$ cat src/rtl/dark_channel_window_ctrl.sv
// dark_channel_window_ctrl: line-buffered 3x3 window sequencer; optional ATM_LIGHT_EN frame max tracker
module dark_channel_window_ctrl #(
   parameter int IMG_W = 64,
   parameter int IMG_H = 48,
   parameter int PIX_W = 24
) (
   input  logic               clk,
   input  logic               rst_n,
   input  logic               start,
   input  logic               pix_valid,
   output logic               pix_ready,
   input  logic [PIX_W-1:0]   pix_data,
   input  logic               pix_ed,
   output logic               win_valid,
   input  logic               win_ready,
   output logic [9*PIX_W-1:0] win_flat,
   output logic               win_ed,
   output logic               busy,
   output logic               frame_done,
   input  logic [7:0]         dc_min_all,
   input  logic               dc_valid,
   output logic [7:0]         atm_light,
   output logic               atm_valid
);
   localparam int CW = (IMG_W > 2) ? $clog2(IMG_W) : 1;
   localparam int RW = (IMG_H > 2) ? $clog2(IMG_H) : 1;
   localparam int EW = PIX_W + 1;
   localparam logic [1:0] S_IDLE = 2'd0, S_RUN = 2'd1, S_DRAIN = 2'd2, S_DONE = 2'd3;
   logic [1:0] state_q, state_d;
   logic [CW-1:0] col_q, col_d;
   logic [RW-1:0] row_q, row_d;
   logic [EW-1:0] l1_q [IMG_W];
   logic [PIX_W-1:0] l2_q [IMG_W];
   logic [PIX_W-1:0] top_c1_q, top_c2_q, mid_c2_q, bot_c1_q, bot_c2_q;
   logic [EW-1:0] mid_c1_q;
   logic [9*PIX_W-1:0] win_q, win_d;
   logic win_valid_q, win_valid_d, win_ed_q, win_ed_d;
   logic accept, last_col, last_pix, load, go;
   logic [EW-1:0] cur, mid;
   logic [PIX_W-1:0] top;
   assign cur = {pix_ed, pix_data};
   assign mid = l1_q[IMG_W-1];
   assign top = l2_q[IMG_W-1];
   assign go = (state_q == S_IDLE) && start;
   assign pix_ready = (state_q == S_RUN) && (!win_valid_q || win_ready);
   assign accept = pix_valid && pix_ready;
   assign last_col = col_q == CW'(IMG_W - 1);
   assign last_pix = last_col && (row_q == RW'(IMG_H - 1));
   assign load = accept && (row_q >= RW'(2)) && (col_q >= CW'(2));
   // frame sequencing: idle -> run -> drain pending window -> one-cycle done
   always_comb begin
      state_d = state_q;
      case (state_q)
         S_IDLE:  state_d = start ? S_RUN : S_IDLE;
         S_RUN:   state_d = (accept && last_pix) ? S_DRAIN : S_RUN;
         S_DRAIN: state_d = win_valid_q ? S_DRAIN : S_DONE;
         default: state_d = S_IDLE;
      endcase
   end
   // raster position of the next pixel to be accepted
   always_comb begin
      col_d = go ? '0 : accept ? (last_col ? '0 : col_q + 1'b1) : col_q;
      row_d = go ? '0 : (accept && last_col) ? row_q + 1'b1 : row_q;
   end
   // output register: a new window replaces a consumed one without a bubble
   always_comb begin
      win_valid_d = load || (win_valid_q && !win_ready);
      win_d = load ? {cur[PIX_W-1:0], bot_c1_q, bot_c2_q, mid[PIX_W-1:0], mid_c1_q[PIX_W-1:0], mid_c2_q,
                      top, top_c1_q, top_c2_q} : win_q;
      win_ed_d = load ? mid_c1_q[PIX_W] : win_ed_q;
   end
   // control state and output register
   always_ff @(posedge clk or negedge rst_n) begin
      if (!rst_n) begin
         state_q <= S_IDLE;
         col_q <= '0;
         row_q <= '0;
         win_q <= '0;
         win_valid_q <= 1'b0;
         win_ed_q <= 1'b0;
      end else begin
         state_q <= state_d;
         col_q <= col_d;
         row_q <= row_d;
         win_q <= win_d;
         win_valid_q <= win_valid_d;
         win_ed_q <= win_ed_d;
      end
   end
   // line delay lines give (r-1,c) and (r-2,c); column regs keep the two previous columns
   always_ff @(posedge clk) begin
      if (accept) begin
         l1_q[0] <= cur;
         l2_q[0] <= mid[PIX_W-1:0];
         for (int k = 1; k < IMG_W; k++) begin
            l1_q[k] <= l1_q[k-1];
            l2_q[k] <= l2_q[k-1];
         end
         top_c1_q <= top;
         top_c2_q <= top_c1_q;
         mid_c1_q <= mid;
         mid_c2_q <= mid_c1_q[PIX_W-1:0];
         bot_c1_q <= cur[PIX_W-1:0];
         bot_c2_q <= bot_c1_q;
      end
   end
   assign win_valid = win_valid_q;
   assign win_flat = win_q;
   assign win_ed = win_ed_q;
   assign busy = (state_q == S_RUN) || (state_q == S_DRAIN);
   assign frame_done = state_q == S_DONE;
`ifdef ATM_LIGHT_EN
   logic [7:0] atm_q;
   logic atm_valid_q;
   // running max of the datapath dark value, final once the frame reaches DONE
   always_ff @(posedge clk or negedge rst_n) begin
      if (!rst_n) begin
         atm_q <= '0;
         atm_valid_q <= 1'b0;
      end else if (go) begin
         atm_q <= '0;
         atm_valid_q <= 1'b0;
      end else begin
         if (busy && dc_valid && (dc_min_all > atm_q)) atm_q <= dc_min_all;
         if (state_q == S_DRAIN && !win_valid_q) atm_valid_q <= 1'b1;
      end
   end
   assign atm_light = atm_q;
   assign atm_valid = atm_valid_q;
`else
   logic unused_dc;
   assign unused_dc = ^{dc_min_all, dc_valid};
   assign atm_light = '0;
   assign atm_valid = 1'b0;
`endif
endmodule

$ cat config.mk
export PLATFORM = sky130hd
export DESIGN_NAME = dark_channel_window_ctrl
export DESIGN_NICKNAME = d
export VERILOG_FILES = /design/src/rtl/dark_channel_window_ctrl.sv
export SDC_FILE = /design/constraint.sdc
export NUM_CORES = 2
export LEC_CHECK = 0
export ABC_AREA = 1
export CORE_ASPECT_RATIO = 1.1
export CORE_MARGIN = 1.5
export CORE_UTILIZATION = 40
export CTS_CLUSTER_DIAMETER = 100
export DETAILED_ROUTE_END_ITERATION = 16
export PLACE_DENSITY_LB_ADDON = 0.1
export SKIP_CTS_REPAIR_TIMING = 1
export SLEW_MARGIN = 10
export SYNTH_ARGS = -nofsm -noshare
export SYNTH_HDL_FRONTEND = slang
export SYNTH_SLANG_ARGS = --single-unit
$ cat constraint.sdc
create_clock -name clk -period 59.9 [get_ports clk]
set_clock_uncertainty 0.15 [all_clocks]
set_input_delay 5.99 -clock clk [delete_from_list [all_inputs] [get_ports clk]]
set_output_delay 5.99 -clock clk [all_outputs]
set_load 0.01 [all_outputs]
---- After elaboration in Yosys (flattened, before gate mapping) ----
Memories as Yosys holds them, arrays and structs flattened.
Cells that the tools add are included.
W data, S select, Z words.
cells by class
  $lt $le $gt $ge ......................... 2
  reduce and logical (&&, ||, !) cells .... 17
  $add $sub $neg .......................... 2
  muxes and demuxes ....................... 11
  eq/ne operators ......................... 5
operator list
  cell                   number
  $mux W6                5
  $add A6 B1 Y6 const B  2
  $eq A6 B6 Y1 const B   2
  $ge A6 B2 Y1 const B   2
  $logic_and A1 B1 Y1    9
  $pmux W2 S3            1
  $eq A2 B2 Y1 const B   2
  $mux W1                4
  $reduce_bool A2 Y1     2
  $logic_or A1 B1 Y1     3
  $eq A2 B1 Y1 const B   1
  $logic_not A1 Y1       2
  $logic_not A2 Y1       1
  $mux W2                1
word-level totals
  bits in registers ....................... 377
  memory bits (writable) .................. 3,136
  memories ................................ 2
  bits of input ports ..................... 39
memories
  memory  depth  width  rd ports  clocked after Yosys merged registers in  write ports  line  RTL
  l1_q    64     25     64        0                                        64           32    logic [EW-1:0] l1_q [IMG_W];
  l2_q    64     24     64        0                                        64           33    logic [PIX_W-1:0] l2_q [IMG_W];

---- Logic depth before layout (Yosys ltp) ----
  word-level depth ........................ 7
  depth in mapped cells ................... 10
  depth with buffers taken out ............ 9

---- Worst setup path before layout ----
Ideal clock, no wire load.
  path kind ............................... input to register
  from .................................... input win_ready
  to ...................................... register win_q[12] (netlist: win_flat[12])
  data arrival time ....................... 54,921 ps
  setup time .............................. 121 ps
  cell stages on the path ................. 10
  slack ................................... 4,709 ps
  cell sequence ........................... inv_1 -> nand2_2 -> nand2_2 -> nor2_4 -> nand3_2 -> buf_6 -> buf_6 -> buf_4 -> nand2_1 -> o21ai_1
on the way
  longest elaborated chain between the ends .. 5
ends and longest elaborated chain
  element                            line  RTL
  start, declared                    15    input logic win_ready,
  $logic_or A1 B1 Y1                 45    assign pix_ready = (state_q == S_RUN) && (!win_valid_q || win_ready);
  $logic_and A1 B1 Y1                45
  $logic_and A1 B1 Y1                46    assign accept = pix_valid && pix_ready;
  named net accept                   38    logic accept, last_col, last_pix, load, go;
  $logic_and A1 B1 Y1 (2 in series)  49    assign load = accept && (row_q >= RW'(2)) && (col_q >= CW'(2));
  end signal, assigned               85    win_q <= win_d;
  end, declared                      36    logic [9*PIX_W-1:0] win_q, win_d;
The timed path passes the listed nets, and every way through them passes these cells.
A chain may end at the register's enable or synchronous reset.

---- Final worst setup path ----
  from .................................... input win_ready
  to ...................................... output pix_ready
on the way
  longest elaborated chain between the ends .. 2
ends and longest elaborated chain
  element              line  RTL
  $logic_or A1 B1 Y1   45
  $logic_and A1 B1 Y1  45
  end, declared        11    output logic pix_ready,
No other way between the ends.

==> run_results.csv <==
group,metric,value,unit
run_status,outcome,"finished, final reports clean",
pwr,vdd_ir_drop_max,24.1,uV
synthesis,distinct_cell_type_count_of_the_synthesized_netlist,24,
place,portBuffers,250,
detailed_routing,viasPerCell,4.40,
detailed_routing,first_pass_iters,5,
sta,final-max-slew-violation-count,0,
min_path,hold_path_depth,0,
floorplan,start_util,0.403,
pwr,pwr_density_cell,44.8,nW/um^2
cells_and_area,flow.area_growth_from_synthesis,16.6,%
cells_and_area,layout.area.seq,101000,sq um
sta,relSlewSlack,0.249,
global_routing,gr-usage-all-layers,0.100,
clock_tree,cts_inserted_buffers,351,
clock_tree,h_tree_levels,5,
sta,rsz0062_at_grt,"no",
setup_path,nature_of_the_critical_path_endpoint,"output port",
synthesis,synthXorXnorAreaFrac,0.000498,
floorplan,core,262000,sq um
cells_and_area,multi_input_comb_area,2800,sq um
synthesis,proportion_of_synthesized_area_in_mux_cells,0,
synthesis,synth-compound-area-share,0.0144,
cells_and_area,design_area,123000,sq um
synthesis,postSynthCellCount,4228,
setup_path,critical_path_peak_fanout,3,
global_routing,number_of_global_route_vias_before_repair,37800,
floorplan,floorplan.die_area,267000,sq um
clock_tree,cts.sinks,3417,
synthesis,average_footprint_of_a_synthesized_cell,25.0,sq um
sta,hold_viol,0,
cells_and_area,layout.filler_cells,21700,
pwr,total_leakage_power,37.2,nW
global_routing,gr-total-overflow,0,
cells_and_area,final_net_count,4875,
place,dpl.cell_count,7957,
synthesis,count_of_flip_flops_with_a_built_in_enable_after_synthesis,3185,
detailed_routing,route.antenna.remaining_nets,0,
cells_and_area,instances_no_fill,8584,
sta,final.setup.tns,0,ns
clock_tree,clk_pin_slew_worst_paths,0.06,ns
global_routing,grt_antenna_before_repair,3,
clock_tree,clock_tree.buffer_depth,4,
synthesis,ys_async_sr_fraction,0.0679,
sta,timing.final.crit_share,0.223,
sta,post-route-min-period,13.39,ns
synthesis,yosysSeqAreaShare,0.961,
place,detailedPlacementHpwl,61.4,mm
pwr,total_power,0.00551,W
synthesis,synth_adder_area_share,0.000948,
cells_and_area,layout.core_utilization,0.469,
sta,max_freq,0.0747,GHz
synthesis,syn-cell-area,106000,sq um
setup_path,r2r_cells,9,
synthesis,synth-warning-count,0,
floorplan,dieWidth,493,um
detailed_routing,drt-initial-drc-count,3212,
sta,worstMarginPinSlew,1.13,ns
floorplan,floorplan.die.height,542,um
setup_path,startpoint_type,"input pin",
synthesis,synth.ff_latch_count,3417,
clock_tree,clock_tree_from_tritoncts,"yes",
clock_tree,cts_root_buf,"sky130_fd_sc_hd__clkbuf_16",
detailed_routing,sum_of_routed_wire_length_over_all_layers,133,mm
global_routing,grt_pass1_wl,219,mm
job,maxCapViolCount,0,
setup_path,arrival_time_of_the_worst_setup_path,7.25,ns
synthesis,postSynth.topFlopCell,"sky130_fd_sc_hd__edfxtp_1",
detailed_routing,via_count,37800,
floorplan,io-pin-count,269,
setup_path,required,53.76,ns
setup_path,worstSetupPathType,"input pin to output port",
min_path,hold_class,"register to register",
detailed_routing,drc,0,
place,place_congestion,0.682,
cells_and_area,drive_gt1_frac,0.122,
clock_tree,worstSkewPairLatency,0.85,ns
floorplan,num_rows,197,
synthesis,post_synth_and_or_nand_nor_area_fraction,0.0103,
synthesis,synth_top_family_by_area,"compound AO/OA/AOI/OAI gates",
place,post_dp_cell_area,112000,sq um
global_routing,grt_start_max_net_pins,207,
detailed_routing,post_drt_wl_per_cell,15.5,um
sta,setup_viol,0,
[cells in the final DEF (no fill, tap or decap), drive strengths merged, types with 9 or more instances in the layout]
| cell | synthesis | routed |
|---|---|---|
| conb | 1 | 9 |
| bufinv | 0 | 14 |
| dfrtp | 232 | 232 |
| edfxtp | 3185 | 3185 |
| clkdlybuf4s50 | 0 | 249 |
| nand3 | 11 | 11 |
| clkinv | 0 | 138 |
| inv | 233 | 247 |
| nand2 | 249 | 249 |
| clkbuf | 8 | 452 |
| nor2 | 14 | 14 |
| buf | 49 | 47 |
| o21ai | 222 | 222 |
[path summary, 6_finish.rpt]
| path | slack [ns] | end | start |
|---|---|---|---|
| worst max register to register | 53.56 | l1_q[7][16] | state_q[1] |
| min in group asynchronous | 4.89 | win_flat[39] | rst_n |
| worst min-delay path | 0.24 | l1_q[22][31] | l1_q[22][6] |
| max in group asynchronous | 52.65 | win_flat[150] | rst_n |
| worst max-delay path | 46.51 | pix_ready | win_ready |
| worst min register to register | 0.24 | l1_q[22][31] | l1_q[22][6] |
[final cells by class]
class	instances	area share
clock buffer	452	0.0767
clock inverter	172	0.0105
tap	3482	0.0354
sequential	3417	0.824
antenna	3	0.0000610
multi-input combinational	529	0.0228
inverter	233	0.00710
timing repair buffer	296	0.0236
[Yosys cell counts, types with 3 or more instances]
master,number,area [sq um]
sky130_fd_sc_hd__nand4_1,5,31.3
sky130_fd_sc_hd__a21oi_1,3,15.0
sky130_fd_sc_hd__nor2_1,13,48.8
sky130_fd_sc_hd__xor2_1,4,35.0
sky130_fd_sc_hd__nand2_1,247,927
sky130_fd_sc_hd__edfxtp_1,3185,95600
sky130_fd_sc_hd__clkbuf_1,8,30.0
sky130_fd_sc_hd__o21ai_1,107,536
sky130_fd_sc_hd__buf_2,11,55.1
sky130_fd_sc_hd__ha_1,8,100
sky130_fd_sc_hd__dfrtp_1,232,5810
sky130_fd_sc_hd__buf_4,10,75.1
sky130_fd_sc_hd__inv_1,232,871
sky130_fd_sc_hd__o21ai_2,100,876
sky130_fd_sc_hd__o21ai_0,15,75.1
sky130_fd_sc_hd__nand3_1,10,50.1
sky130_fd_sc_hd__buf_6,28,315
[logic make-up after synthesis]
family | after synthesis
AO/OA/AOI/OAI | 227
XOR/XNOR | 6
adder cells (fa/ha/maj) | 8
buffers and inverters | 290
flip-flops | 3417
other | 1
AND/OR/NAND/NOR | 279
[power by group]
part / total, W / switching [W] / internal (W)
sequential: 0.00297 / 0.0000778 / 0.00290
combinational: 0.000506 / 0.000314 / 0.000191
clock: 0.00203 / 0.000861 / 0.00117
total: 0.00551 / 0.00125 / 0.00426
[per-stage QoR]
stage	hold WS (ns)	setup slack (ns)
floorplan	0.250	4.71
global placement	0.250	46.51
detailed placement	0.255	46.52
CTS	0.232	46.52
global route	0.232	46.47
finish	0.237	46.51
[worst max-delay path, cell delays in order]
cell                              delay [ns]
sky130_fd_sc_hd__clkdlybuf4s50_1        0.46
sky130_fd_sc_hd__inv_1                  0.05
sky130_fd_sc_hd__nand2_2                0.07
sky130_fd_sc_hd__nand2_2                0.07
sky130_fd_sc_hd__inv_1                  0.07
sky130_fd_sc_hd__clkdlybuf4s50_1        0.53
[layer usage]
metal / GRT usage / wire length, um / vias up
li1: - / - / 17500
met3: 0.0321 / 8690 / 301
met1: 0.152 / 64100 / 19300
met2: 0.136 / 56700 / 661
met4: 0.0347 / 3510 / 0
met5: 0 / 0 / -
[flip-flops by register name, summed over array words and instances, names as in the netlist]
signal	count
l1_q	1554
top_c2_q	24
top_c1_q	24
win_ed	1
win_valid	1
l2_q	1489
state_q	2
win_flat	216
row_q	6
col_q	6
bot_c1_q	23
bot_c2_q	23
mid_c2_q	23
mid_c1_q	25
(Power assumes the default switching activity.)
